## config.mk

```make
export PLATFORM = sky130hd
export DESIGN_NAME = gmac_tx_channel_arbiter
export DESIGN_NICKNAME = d
export VERILOG_FILES = /design/src/rtl/gmac_tx_channel_arbiter.sv
export SDC_FILE = /design/constraint.sdc
export NUM_CORES = 1
export LEC_CHECK = 0
export BUFFER_PORTS_ARGS = -buffer_cell sky130_fd_sc_hd__buf_2
export CAP_MARGIN = 20
export CORE_ASPECT_RATIO = 0.6
export CORE_MARGIN = 1.5
export CORE_UTILIZATION = 55
export DETAILED_ROUTE_END_ITERATION = 16
export PLACE_DENSITY = 0.77
export SLEW_MARGIN = 20
export SYNTH_ARGS = -nofsm -noshare
export SYNTH_HDL_FRONTEND = slang
export SYNTH_SLANG_ARGS = --single-unit
```

## constraint.sdc

```tcl
create_clock -name CLK -period 2.7 [get_ports CLK]
set_input_delay 0.405 -clock CLK [delete_from_list [all_inputs] [get_ports CLK]]
set_output_delay 0.405 -clock CLK [all_outputs]
set_load 0.01 [all_outputs]
```

## src/rtl/gmac_tx_channel_arbiter.sv

```systemverilog
// rtl/gmac_tx_channel_arbiter.sv - round-robin N-channel TX front-end for the GMAC port
// Optional GMAC_ARB_STATS_EN adds per-channel completed-frame counters and a total abort counter.
module gmac_tx_channel_arbiter #(
    parameter int N_CH      = 2,
    parameter int DW        = 8,
    parameter int MAX_FRAME = 1500,
    parameter int TIMEOUT   = 4096,
    parameter int CW        = (N_CH > 1) ? $clog2(N_CH) : 1
) (
    input  logic               CLK,
    input  logic               RST,
    input  logic [N_CH-1:0]    ReqIn,
    output logic [N_CH-1:0]    ReqConfirm,
    input  logic [N_CH-1:0]    ValIn,
    input  logic [N_CH-1:0]    SoFIn,
    input  logic [N_CH-1:0]    EoFIn,
    input  logic [N_CH*DW-1:0] DataIn,
    output logic               ReqOut,
    input  logic               MacReqConfirm,
    output logic               ValOut,
    output logic               SoFOut,
    output logic               EoFOut,
    output logic [DW-1:0]      DataOut,
    output logic [CW-1:0]      ActiveCh,
    output logic               Busy,
`ifdef GMAC_ARB_STATS_EN
    output logic [N_CH*32-1:0] FrameCnt,
    output logic [15:0]        AbortCnt,
`endif
    output logic               AbortOut
);
    localparam int TW = $clog2(TIMEOUT + 1);

    typedef enum logic [1:0] {IDLE, REQ, XFER, DRAIN} state_t;

    state_t            state_q, state_d;
    logic [CW-1:0]     ptr_q, ptr_d, ch_q, ch_d, ch_next, cand;
    logic              started_q, started_d;
    logic [15:0]       byte_cnt_q, byte_cnt_d;
    logic [TW-1:0]     to_cnt_q, to_cnt_d;
    logic              req_out_q, req_out_d;
    logic [N_CH-1:0]   req_confirm_q, req_confirm_d;
    logic              val_out_q, val_out_d, sof_out_q, sof_out_d, eof_out_q, eof_out_d;
    logic [DW-1:0]     data_out_q, data_out_d;
    logic              abort_q, abort_d;
    logic              found, forward, do_abort;
    logic              ch_req, ch_val, ch_sof, ch_eof;
    logic [DW-1:0]     ch_data;
`ifdef GMAC_ARB_STATS_EN
    logic [N_CH*32-1:0] frame_cnt_q, frame_cnt_d;
    logic [15:0]        abort_cnt_q, abort_cnt_d;
`endif

    assign ch_req  = ReqIn[ch_q];
    assign ch_val  = ValIn[ch_q];
    assign ch_sof  = SoFIn[ch_q];
    assign ch_eof  = EoFIn[ch_q];
    assign ch_data = DataIn[int'(ch_q)*DW +: DW];
    assign ch_next = (int'(ch_q) == N_CH - 1) ? '0 : ch_q + CW'(1);

    always_comb begin
        state_d       = state_q;
        ptr_d         = ptr_q;
        ch_d          = ch_q;
        started_d     = started_q;
        byte_cnt_d    = byte_cnt_q;
        to_cnt_d      = to_cnt_q;
        req_out_d     = req_out_q;
        req_confirm_d = '0;
        val_out_d     = 1'b0;
        sof_out_d     = 1'b0;
        eof_out_d     = 1'b0;
        data_out_d    = '0;
        abort_d       = 1'b0;
        found         = 1'b0;
        forward       = 1'b0;
        do_abort      = 1'b0;
        cand          = '0;
`ifdef GMAC_ARB_STATS_EN
        frame_cnt_d   = frame_cnt_q;
        abort_cnt_d   = abort_cnt_q;
`endif
        case (state_q)
            IDLE: begin
                // Scan starting at the rotating pointer so every requester gets a turn.
                for (int i = 0; i < N_CH; i++) begin
                    cand = CW'((int'(ptr_q) + i) % N_CH);
                    if (!found && ReqIn[cand]) begin
                        found = 1'b1;
                        ch_d  = cand;
                    end
                end
                if (found) begin
                    req_out_d = 1'b1;
                    state_d   = REQ;
                end
            end
            REQ: begin
                if (MacReqConfirm) begin
                    req_out_d           = 1'b0;
                    req_confirm_d[ch_q] = 1'b1;
                    started_d           = 1'b0;
                    byte_cnt_d          = '0;
                    to_cnt_d            = '0;
                    state_d             = XFER;
                end else if (!ch_req) begin
                    req_out_d = 1'b0;
                    state_d   = IDLE;
                end
            end
            XFER: begin
                if (ch_val) begin
                    to_cnt_d = '0;
                    if (!started_q) begin
                        if (ch_sof) begin
                            started_d  = 1'b1;
                            byte_cnt_d = 16'd1;
                            forward    = 1'b1;
                        end
                    end else if (ch_sof || byte_cnt_q >= 16'(MAX_FRAME)) begin
                        do_abort = 1'b1;
                    end else begin
                        forward = 1'b1;
                        if (byte_cnt_q != 16'hFFFF) byte_cnt_d = byte_cnt_q + 16'd1;
                    end
                end else if (started_q) begin
                    if (to_cnt_q == TW'(TIMEOUT - 1)) do_abort = 1'b1;
                    else to_cnt_d = to_cnt_q + TW'(1);
                end
                if (forward) begin
                    val_out_d  = 1'b1;
                    sof_out_d  = ch_sof;
                    eof_out_d  = ch_eof;
                    data_out_d = ch_data;
                    if (ch_eof) begin
                        state_d = IDLE;
                        ptr_d   = ch_next;
`ifdef GMAC_ARB_STATS_EN
                        frame_cnt_d[int'(ch_q)*32 +: 32] = frame_cnt_q[int'(ch_q)*32 +: 32] + 32'd1;
`endif
                    end
                end
                if (do_abort) begin
                    val_out_d = 1'b1;
                    eof_out_d = 1'b1;
                    abort_d   = 1'b1;
                    ptr_d     = ch_next;
                    to_cnt_d  = '0;
                    // An offending byte that itself carries EoF leaves nothing to drain.
                    state_d   = (ch_val && ch_eof) ? IDLE : DRAIN;
`ifdef GMAC_ARB_STATS_EN
                    if (abort_cnt_q != 16'hFFFF) abort_cnt_d = abort_cnt_q + 16'd1;
`endif
                end
            end
            DRAIN: begin
                if (ch_val) begin
                    to_cnt_d = '0;
                    if (ch_eof) state_d = IDLE;
                end else if (ch_req) begin
                    if (to_cnt_q == TW'(TIMEOUT - 1)) begin
                        to_cnt_d = '0;
                        state_d  = IDLE;
                    end else begin
                        to_cnt_d = to_cnt_q + TW'(1);
                    end
                end else begin
                    to_cnt_d = '0;
                end
            end
            default: state_d = IDLE;
        endcase
    end

    always_ff @(posedge CLK or posedge RST) begin
        if (RST) begin
            state_q       <= IDLE;
            ptr_q         <= '0;
            ch_q          <= '0;
            started_q     <= 1'b0;
            byte_cnt_q    <= '0;
            to_cnt_q      <= '0;
            req_out_q     <= 1'b0;
            req_confirm_q <= '0;
            val_out_q     <= 1'b0;
            sof_out_q     <= 1'b0;
            eof_out_q     <= 1'b0;
            data_out_q    <= '0;
            abort_q       <= 1'b0;
`ifdef GMAC_ARB_STATS_EN
            frame_cnt_q   <= '0;
            abort_cnt_q   <= '0;
`endif
        end else begin
            state_q       <= state_d;
            ptr_q         <= ptr_d;
            ch_q          <= ch_d;
            started_q     <= started_d;
            byte_cnt_q    <= byte_cnt_d;
            to_cnt_q      <= to_cnt_d;
            req_out_q     <= req_out_d;
            req_confirm_q <= req_confirm_d;
            val_out_q     <= val_out_d;
            sof_out_q     <= sof_out_d;
            eof_out_q     <= eof_out_d;
            data_out_q    <= data_out_d;
            abort_q       <= abort_d;
`ifdef GMAC_ARB_STATS_EN
            frame_cnt_q   <= frame_cnt_d;
            abort_cnt_q   <= abort_cnt_d;
`endif
        end
    end

    assign ReqOut     = req_out_q;
    assign ReqConfirm = req_confirm_q;
    assign ValOut     = val_out_q;
    assign SoFOut     = sof_out_q;
    assign EoFOut     = eof_out_q;
    assign DataOut    = data_out_q;
    assign AbortOut   = abort_q;
    assign ActiveCh   = ch_q;
    assign Busy       = (state_q != IDLE);
`ifdef GMAC_ARB_STATS_EN
    assign FrameCnt   = frame_cnt_q;
    assign AbortCnt   = abort_cnt_q;
`endif

endmodule
```

[After elaboration in Yosys (flattened, before gate mapping)]
Cells that the tools add are included.
Operators by class
  eq/ne operators: 17
  reductions and logical operators: 20
  multiplexer cells: 84
  shifts and indexed selects: 1
  magnitude comparators: 5
  add/subtract/negate cells: 4
Operators by type and width (number)
  $mux W13: 8
  $mux W16: 6
  $mux W1: 50
  $pmux W13 S3: 1
  $pmux W16 S2: 1
  $mux W2: 12
  $ne A3 B3 Y1 const B: 7
  $add A16 B1 Y16 const B: 1
  $ge A16 B11 Y1 const B: 1
  $mux W8: 2
  $ne A16 B16 Y1 const B: 1
  $shiftx A16 B5 Y8: 1
  $add A13 B1 Y13 const B: 1
  $eq A13 B12 Y1 const B: 1
  $reduce_bool A2 Y1: 6
  $reduce_and A3 Y1: 3
  $ne A4 B4 Y1 const B: 2
  $pmux W2 S4: 1
  $lt A1 B2 Y1 const B: 3
  $ne A2 B2 Y1 const B: 3
  $reduce_and A6 Y1: 1
  $reduce_and A5 Y1: 1
  $eq A2 B2 Y1 const B: 2
  $pmux W1 S2: 2
  11 further kinds: 14
Storage, ports and cells
  logic and storage cells: 144
  register bits after elaboration: 49
  input port bits: 27

[Logic depth before layout (Yosys ltp)]
Gate-level depths: netlist (run 1).
  depth after elaboration: 10
  gate-level depth with buffers: 8
  gate-level depth less buffers: 7

[Worst setup path before layout (run 1)]
No wires, ideal clock.
  path type: flip-flop to flip-flop
  start: register to_cnt_q[0]
  end: register to_cnt_q[4]
  setup slack: 0.706 ns
  arrival time: 1.902 ns
  clock period less this slack: 1.994 ns
  library setup time: 0.092 ns
  path buffers: 2
  stages on the path, launching flop included: 8
  cell sequence: dfrtp_1 > ha_1 > and3_1 > and4_1 > or4b_4 > buf_6 > buf_6 > o31ai_2
On the way
  word-level cells in the longest chain between the ends: 7
  elaborated cells between the ends (all ways): 17
Ends and longest elaborated chain
  from (decl): RTL line 40  | logic [TW-1:0] to_cnt_q, to_cnt_d;
  from (signal assigned): RTL line 200  | to_cnt_q <= to_cnt_d;
  parallel branches: the longest is 7 deep, another holds $add A13 B1 Y13
Several ways; the timed one is not identified. The select of a mux whose other input is x is not followed.
A chain may end at the register's enable or synchronous reset.

[Worst setup path in the final report (run 1)]
  start: register ch_q (netlist: ActiveCh)
  end: register to_cnt_q[3]
On the way
  word-level cells in the longest chain between the ends: 9
  elaborated cells between the ends (all ways): 19
Ends and longest elaborated chain
  from (decl): RTL line 37  | logic [CW-1:0] ptr_q, ptr_d, ch_q, ch_d, ch_next, cand;
  from (signal assigned): RTL line 197  | ch_q <= ch_d;
  $mux W1 (implied by the code) (2 in series): RTL line 56  | assign ch_sof = SoFIn[ch_q];
  $logic_or A1 B1 Y1: RTL line 120  | end else if (ch_sof || byte_cnt_q >= 16'(MAX_FRAME)) begin
  $mux W1: RTL line 120
  $mux W1: RTL line 114  | if (!started_q) begin
  $mux W1: RTL line 112  | if (ch_val) begin
  $mux W1: RTL line 83  | case (state_q)
  $ne A4 B4 Y1 (no line) or $mux W13 (tied branches)
  $reduce_and A4 Y1 (no line) or $pmux W13 S3 (tied branches)
Several ways; a longest one is shown, not always the timed one. The select of a mux whose other input is x is not followed.

==> reports/summary.txt, run 1 <==
Status: complete, no violations
Pin count of the biggest net entering global routing: 31
CP cell instances: buf_4, mux2i_2, nand2_1, or4b_4, or3b_1, nand2_1
Input/output buffers: 43
Dominant synthesized flop cell: dfrtp_1
Share of the yosys chip area belonging to registers: 0.491
# hold bufs at CTS: 0
Slew @ Worst Pin: 0.967 ns
First-pass GRT wire length: 8360 um
TritonCTS clock tree: done
Core ar.: 0.00423 mm^2
Worst path most repeated cell: nand2_1
Maximum clock insertion buffer count: 2
GR Layer Usage met3: 0.0546
Commonest non-fill, non-tap cell in the layout: dfrtp_1
Final Cycle Share: 0.852
Number of global-route vias before repair: 1,730
Post-synth ARST share: 1.00
Arrival time worst endpoint: 2.53 ns
GR peak layer: met1
Critical path capture point type: register
RSZ-0062 raised after global routing: false
Die W: 90.0 um
Clock skew: 0.00999 ns
CP max stage cell: or4b_4
Area occupied by multi-input gates: 0.00116 mm^2
Diode count: 0
Delay-heaviest family, CP: simple AND/OR/NAND/NOR gates
H-tree depth: 2
Total setup buffers inserted after CTS: 0
Mapped Area: 0.00250 mm^2
Setup TNS: 0 ns
GPL Wtd Cong: 0.957
Total gr overflow: 0
Vias post-DR: 2,012
Vias per cell: 5.64
WP depth: 6
Skew-Pair Late Insertion Delay: 0.29 ns
Post-synth EDFFs: 0
Syn nets: 280
Min Tclk post-route: 2.30 ns
Fin. Hold Viols: 0
Layout cells sized above 1: 0.236
Worst path bufs/invs: 1
Worst VDD drop: 527 uV
IO Count: 44
Peak fanout along the critical path: 20
Setup-failing EPs final: 0
Area growth from synthesis to layout: 14.3%
R2R cell count: 6
Syn Inst Count: 250
Nets@finish: 328
#FFs+latches synth: 49
Layout Cells excl Fill: 357
DRC errors left: 0
Clock buffer count from CTS: 5
Layout filler cell count: 361
Placed instance count: 351
Post-cts sizing count: 0
Initial antenna violation count: 0
Hold crit path type: in2async
Grt met2 use: 0.312
Final worst slack: 0.399 ns
Post-synthesis cell type count: 54
WL final: 5130 um
CTS root buf: clkbuf_8
Initial core utilization: 0.590
Detail Route Antenna Nets: 0
Syn. warnings: 0
Worst setup path category: reg2reg
Lkg Pwr: 1.47 nW
Die Area: 0.00496 mm^2
Worst slack, placed: 0.435 ns
Die height: 55.2 um
DP Wirelength: 3870 um
Total power: 2.12 mW
Max Slew Vio Count: 0
Pre-Repair DR Iteration Count: 5
DR WL/cell: 14.4 um
FF+latch area: 0.00123 mm^2
Clock Sinks: 49
Initial DRC Count: 172
Max transition margin: 0.350
Crit path largest cell delay: 0.66 ns
Site Rows: 18
M1 GR Usage: 0.340
Commonest cells after routing, fill and taps aside: dfrtp_1 (49), buf_2 (43), nor2_1 (32)
Clock Pin Slew Worst Setup and Hold Paths: 0.09 ns
Mean area per synthesized cell: 9.98 um^2
Achievable frequency: 435 MHz
Pwr Density: 742 mW/mm^2
Worst EP required: 2.93 ns
Max-Cap Viols: 0
Critical Path Start Type: register
Gr usage total: 0.220
==> metrics by stage <==
stage,utilization,instance area [um^2],hold slack (ns)
finish,0.674,2850,0.177
global route,0.674,2850,0.225
CTS,0.674,2850,0.202
detailed placement,0.657,2780,0.480
global placement,0.657,2780,0.471
floorplan,-,2500,0.455
==> cell families (layout without fill, tap and decap cells) <==
| group | count (synthesis) | count (layout) | synth area share |
|---|---|---|---|
| xor gates and xnor gates | 11 | 11 | 0.0386 |
| AOI/OAI and AO/OA | 54 | 54 | 0.152 |
| and+or+nand+nor | 98 | 98 | 0.202 |
| adders and majority gates | 3 | 3 | 0.0150 |
| DFF | 49 | 49 | 0.491 |
| muxes | 14 | 14 | 0.0581 |
| buffers and inverters | 21 | 68 | 0.0431 |
==> worst paths after layout <==
path	startpoint	end	slack, ns
worst max-delay path	ActiveCh	to_cnt_q[3]	0.40
worst min-delay path	RST	byte_cnt_q[0]	0.18
worst max register to register	ActiveCh	to_cnt_q[3]	0.40
worst min register to register	byte_cnt_q[14]	byte_cnt_q[14]	0.50
max in group asynchronous	RST	ptr_q	1.94
min in group CLK	ReqIn[0]	ActiveCh	0.34
==> layer usage <==
layer  vias to the layer above  wire length, um
met1                       957             2800
met5                         -                0
met2                        77             1960
li1                        976                -
met3                         2              361
met4                         0                8
==> registers in the layout, summed over array words and instances (netlist names) <==
| register | flops |
|---|---|
| state_q | 2 |
| SoFOut | 1 |
| AbortOut | 1 |
| byte_cnt_q | 16 |
| ActiveCh | 1 |
| started_q | 1 |
| ReqConfirm | 2 |
| EoFOut | 1 |
| ptr_q | 1 |
| ReqOut | 1 |
| ValOut | 1 |
| to_cnt_q | 13 |
| DataOut | 8 |
==> power by group <==
part           switching [mW]  internal, mW  total (mW)
logic                   0.480         0.320       0.800
registers              0.0964         0.824       0.920
clock network           0.225         0.171       0.396
==> synth_stat cells, types with 5 or more instances <==
cell type	n	area share
dfrtp_1	49	0.49
nor2_1	32	0.048
o21ai_1	17	0.034
nand2_1	16	0.024
mux2i_1	12	0.048
inv_1	11	0.017
xor2_1	9	0.032
and2_1	8	0.020
and3_1	8	0.020
nand3_1	7	0.014
nor3_1	6	0.012
nand2b_1	5	0.013
o21ai_0	5	0.010
==> final cells by class <==
cell class,count,area share
clock buffers,5,0.0241
clock inverters,1,0.00175
inverters,11,0.0145
multi-input cells,180,0.407
flip-flops and latches,49,0.430
well taps,60,0.0263
repair buffers,51,0.0964
No activity file was read; power rests on OpenSTA's default activity.
==> inputs of run 2 (changes only) <==
--- a/config.mk
+++ b/config.mk
@@ -7,11 +7,14 @@
 export LEC_CHECK = 0
 export BUFFER_PORTS_ARGS = -buffer_cell sky130_fd_sc_hd__buf_2
 export CAP_MARGIN = 20
+export CELL_PAD_IN_SITES_DETAIL_PLACEMENT = 1
+export CELL_PAD_IN_SITES_GLOBAL_PLACEMENT = 1
 export CORE_ASPECT_RATIO = 0.6
 export CORE_MARGIN = 1.5
-export CORE_UTILIZATION = 55
+export CORE_UTILIZATION = 43
 export DETAILED_ROUTE_END_ITERATION = 16
 export PLACE_DENSITY = 0.77
+export SKIP_CTS_REPAIR_TIMING = 1
 export SLEW_MARGIN = 20
 export SYNTH_ARGS = -nofsm -noshare
 export SYNTH_HDL_FRONTEND = slang
==> run 2 against run 1 <==
  * Register-to-register slack better by 0.04 ns
  * Global-route usage is 1.1 points lower
  * Sequential power is 2.4% lower
==> reports/summary.txt, run 2 (synthesis results as in run 1) <==
Status: complete, no violations
DP Wirelength: 4470 um
Commonest cells after routing, fill and taps aside: dfrtp_1 (49), buf_2 (43), nor2_1 (32)
Input/output buffers: 43
Die height: 62.0 um
Worst slack, placed: 0.461 ns
Skew-Pair Late Insertion Delay: 0.30 ns
Clock Sinks: 49
Clock buffer count from CTS: 5
IO Count: 44
Maximum clock insertion buffer count: 2
Most flop-heavy register: byte_cnt_q
Worst setup path category: reg2reg
GPL Wtd Cong: 0.799
Min Tclk post-route: 2.26 ns
Setup TNS: 0 ns
Peak fanout along the critical path: 20
Critical Path Start Type: register
Max-Cap Viols: 0
Max Slew Vio Count: 0
DRC errors left: 0
Vias post-DR: 1,994
Pwr Density: 767 mW/mm^2
Initial core utilization: 0.446
Diode count: 0
Arrival time worst endpoint: 2.50 ns
Initial DRC Count: 56
Final Cycle Share: 0.837
RSZ-0062 raised after global routing: false
Lkg Pwr: 1.49 nW
Area growth from synthesis to layout: 16.4%
Nets@finish: 328
Detail Route Antenna Nets: 0
Number of global-route vias before repair: 1,974
Slew @ Worst Pin: 0.936 ns
Critical path capture point type: register
Achievable frequency: 442 MHz
H-tree depth: 2
WL final: 5930 um
Layout filler cell count: 660
Worst VDD drop: 339 uV
Vias per cell: 5.26
Layout cells sized above 1: 0.241
Pre-Repair DR Iteration Count: 4
Worst EP required: 2.94 ns
CTS root buf: clkbuf_8
Core ar.: 0.00560 mm^2
Fin. Hold Viols: 0
Largest register FFs: 16
Commonest non-fill, non-tap cell in the layout: dfrtp_1
Final worst slack: 0.440 ns
TritonCTS clock tree: done
Hold crit path type: in2async
Setup-failing EPs final: 0
Die W: 101 um
Max transition margin: 0.370
Total gr overflow: 0
Clock skew: 0.00403 ns
DR WL/cell: 15.6 um
Die Area: 0.00629 mm^2
First-pass GRT wire length: 9830 um
Initial antenna violation count: 0
Gr usage total: 0.209
Site Rows: 21
Clock Pin Slew Worst Setup and Hold Paths: 0.09 ns
Pin count of the biggest net entering global routing: 39
run 2: cell count changes in the layout (fill, tap and decap cells not counted), sizes merged:
| cell | change |
|---|---|
| clkbuf | +2 |
run 2: worst paths after layout:
path	from	end	slack [ns]	cells after the start
max in group asynchronous	RST	DataOut[0]	1.92	3
worst max register to register	to_cnt_q[0]	to_cnt_q[3]	0.44	6
worst min-delay path	RST	to_cnt_q[4]	0.03	2
min in group CLK	ReqIn[0]	ActiveCh	0.34	2
worst max-delay path	to_cnt_q[0]	to_cnt_q[3]	0.44	6
worst min register to register	byte_cnt_q[15]	byte_cnt_q[15]	0.50	1
run 2: report_power, final:
group	total [mW]	leakage [nW]	switching [mW]	internal, mW
clock network	0.470	0.0542	0.238	0.232
logic	0.861	0.764	0.533	0.329
registers	0.898	0.669	0.0740	0.824
total	2.23	1.49	0.844	1.38
run 2: final cells by class:
class / instances / area [um^2] / area share
well taps: 80 / 100 / 0.0344
multi-input cells: 180 / 1160 / 0.400
repair buffers: 51 / 275 / 0.0947
clock inverters: 1 / 5.00 / 0.00172
clock buffers: 7 / 96.3 / 0.0331
inverters: 11 / 41.3 / 0.0142
flip-flops and latches: 49 / 1230 / 0.422
run 2: through the flow:
| step | instances | utilization | cell area, um^2 | hold slack (ns) | power, mW |
|---|---|---|---|---|---|
| floorplan | 250 | - | 2500 | 0.455 | 1.52 |
| global placement | 371 | 0.501 | 2810 | 0.359 | 1.73 |
| detailed placement | 371 | 0.501 | 2810 | 0.364 | 1.77 |
| CTS | 379 | 0.519 | 2910 | 0.0381 | 2.24 |
| global route | 379 | 0.519 | 2910 | 0.0353 | 2.38 |
| finish | 379 | 0.519 | 2910 | 0.0319 | 2.23 |
run 2: worst max-delay path, stage by stage (launching register included):
cell and delay (ns):
dfrtp_1 0.42, ha_1 0.26, and3_1 0.23, and4_1 0.20, or4b_4 0.62, or3b_1 0.41, nand2_1 0.07
run 2: per-layer routing:
layer / track usage / wire length (um)
met5: 0 / 0
met1: 0.317 / 3190
met3: 0.0492 / 285
met2: 0.299 / 2420
met4: 0.0536 / 36
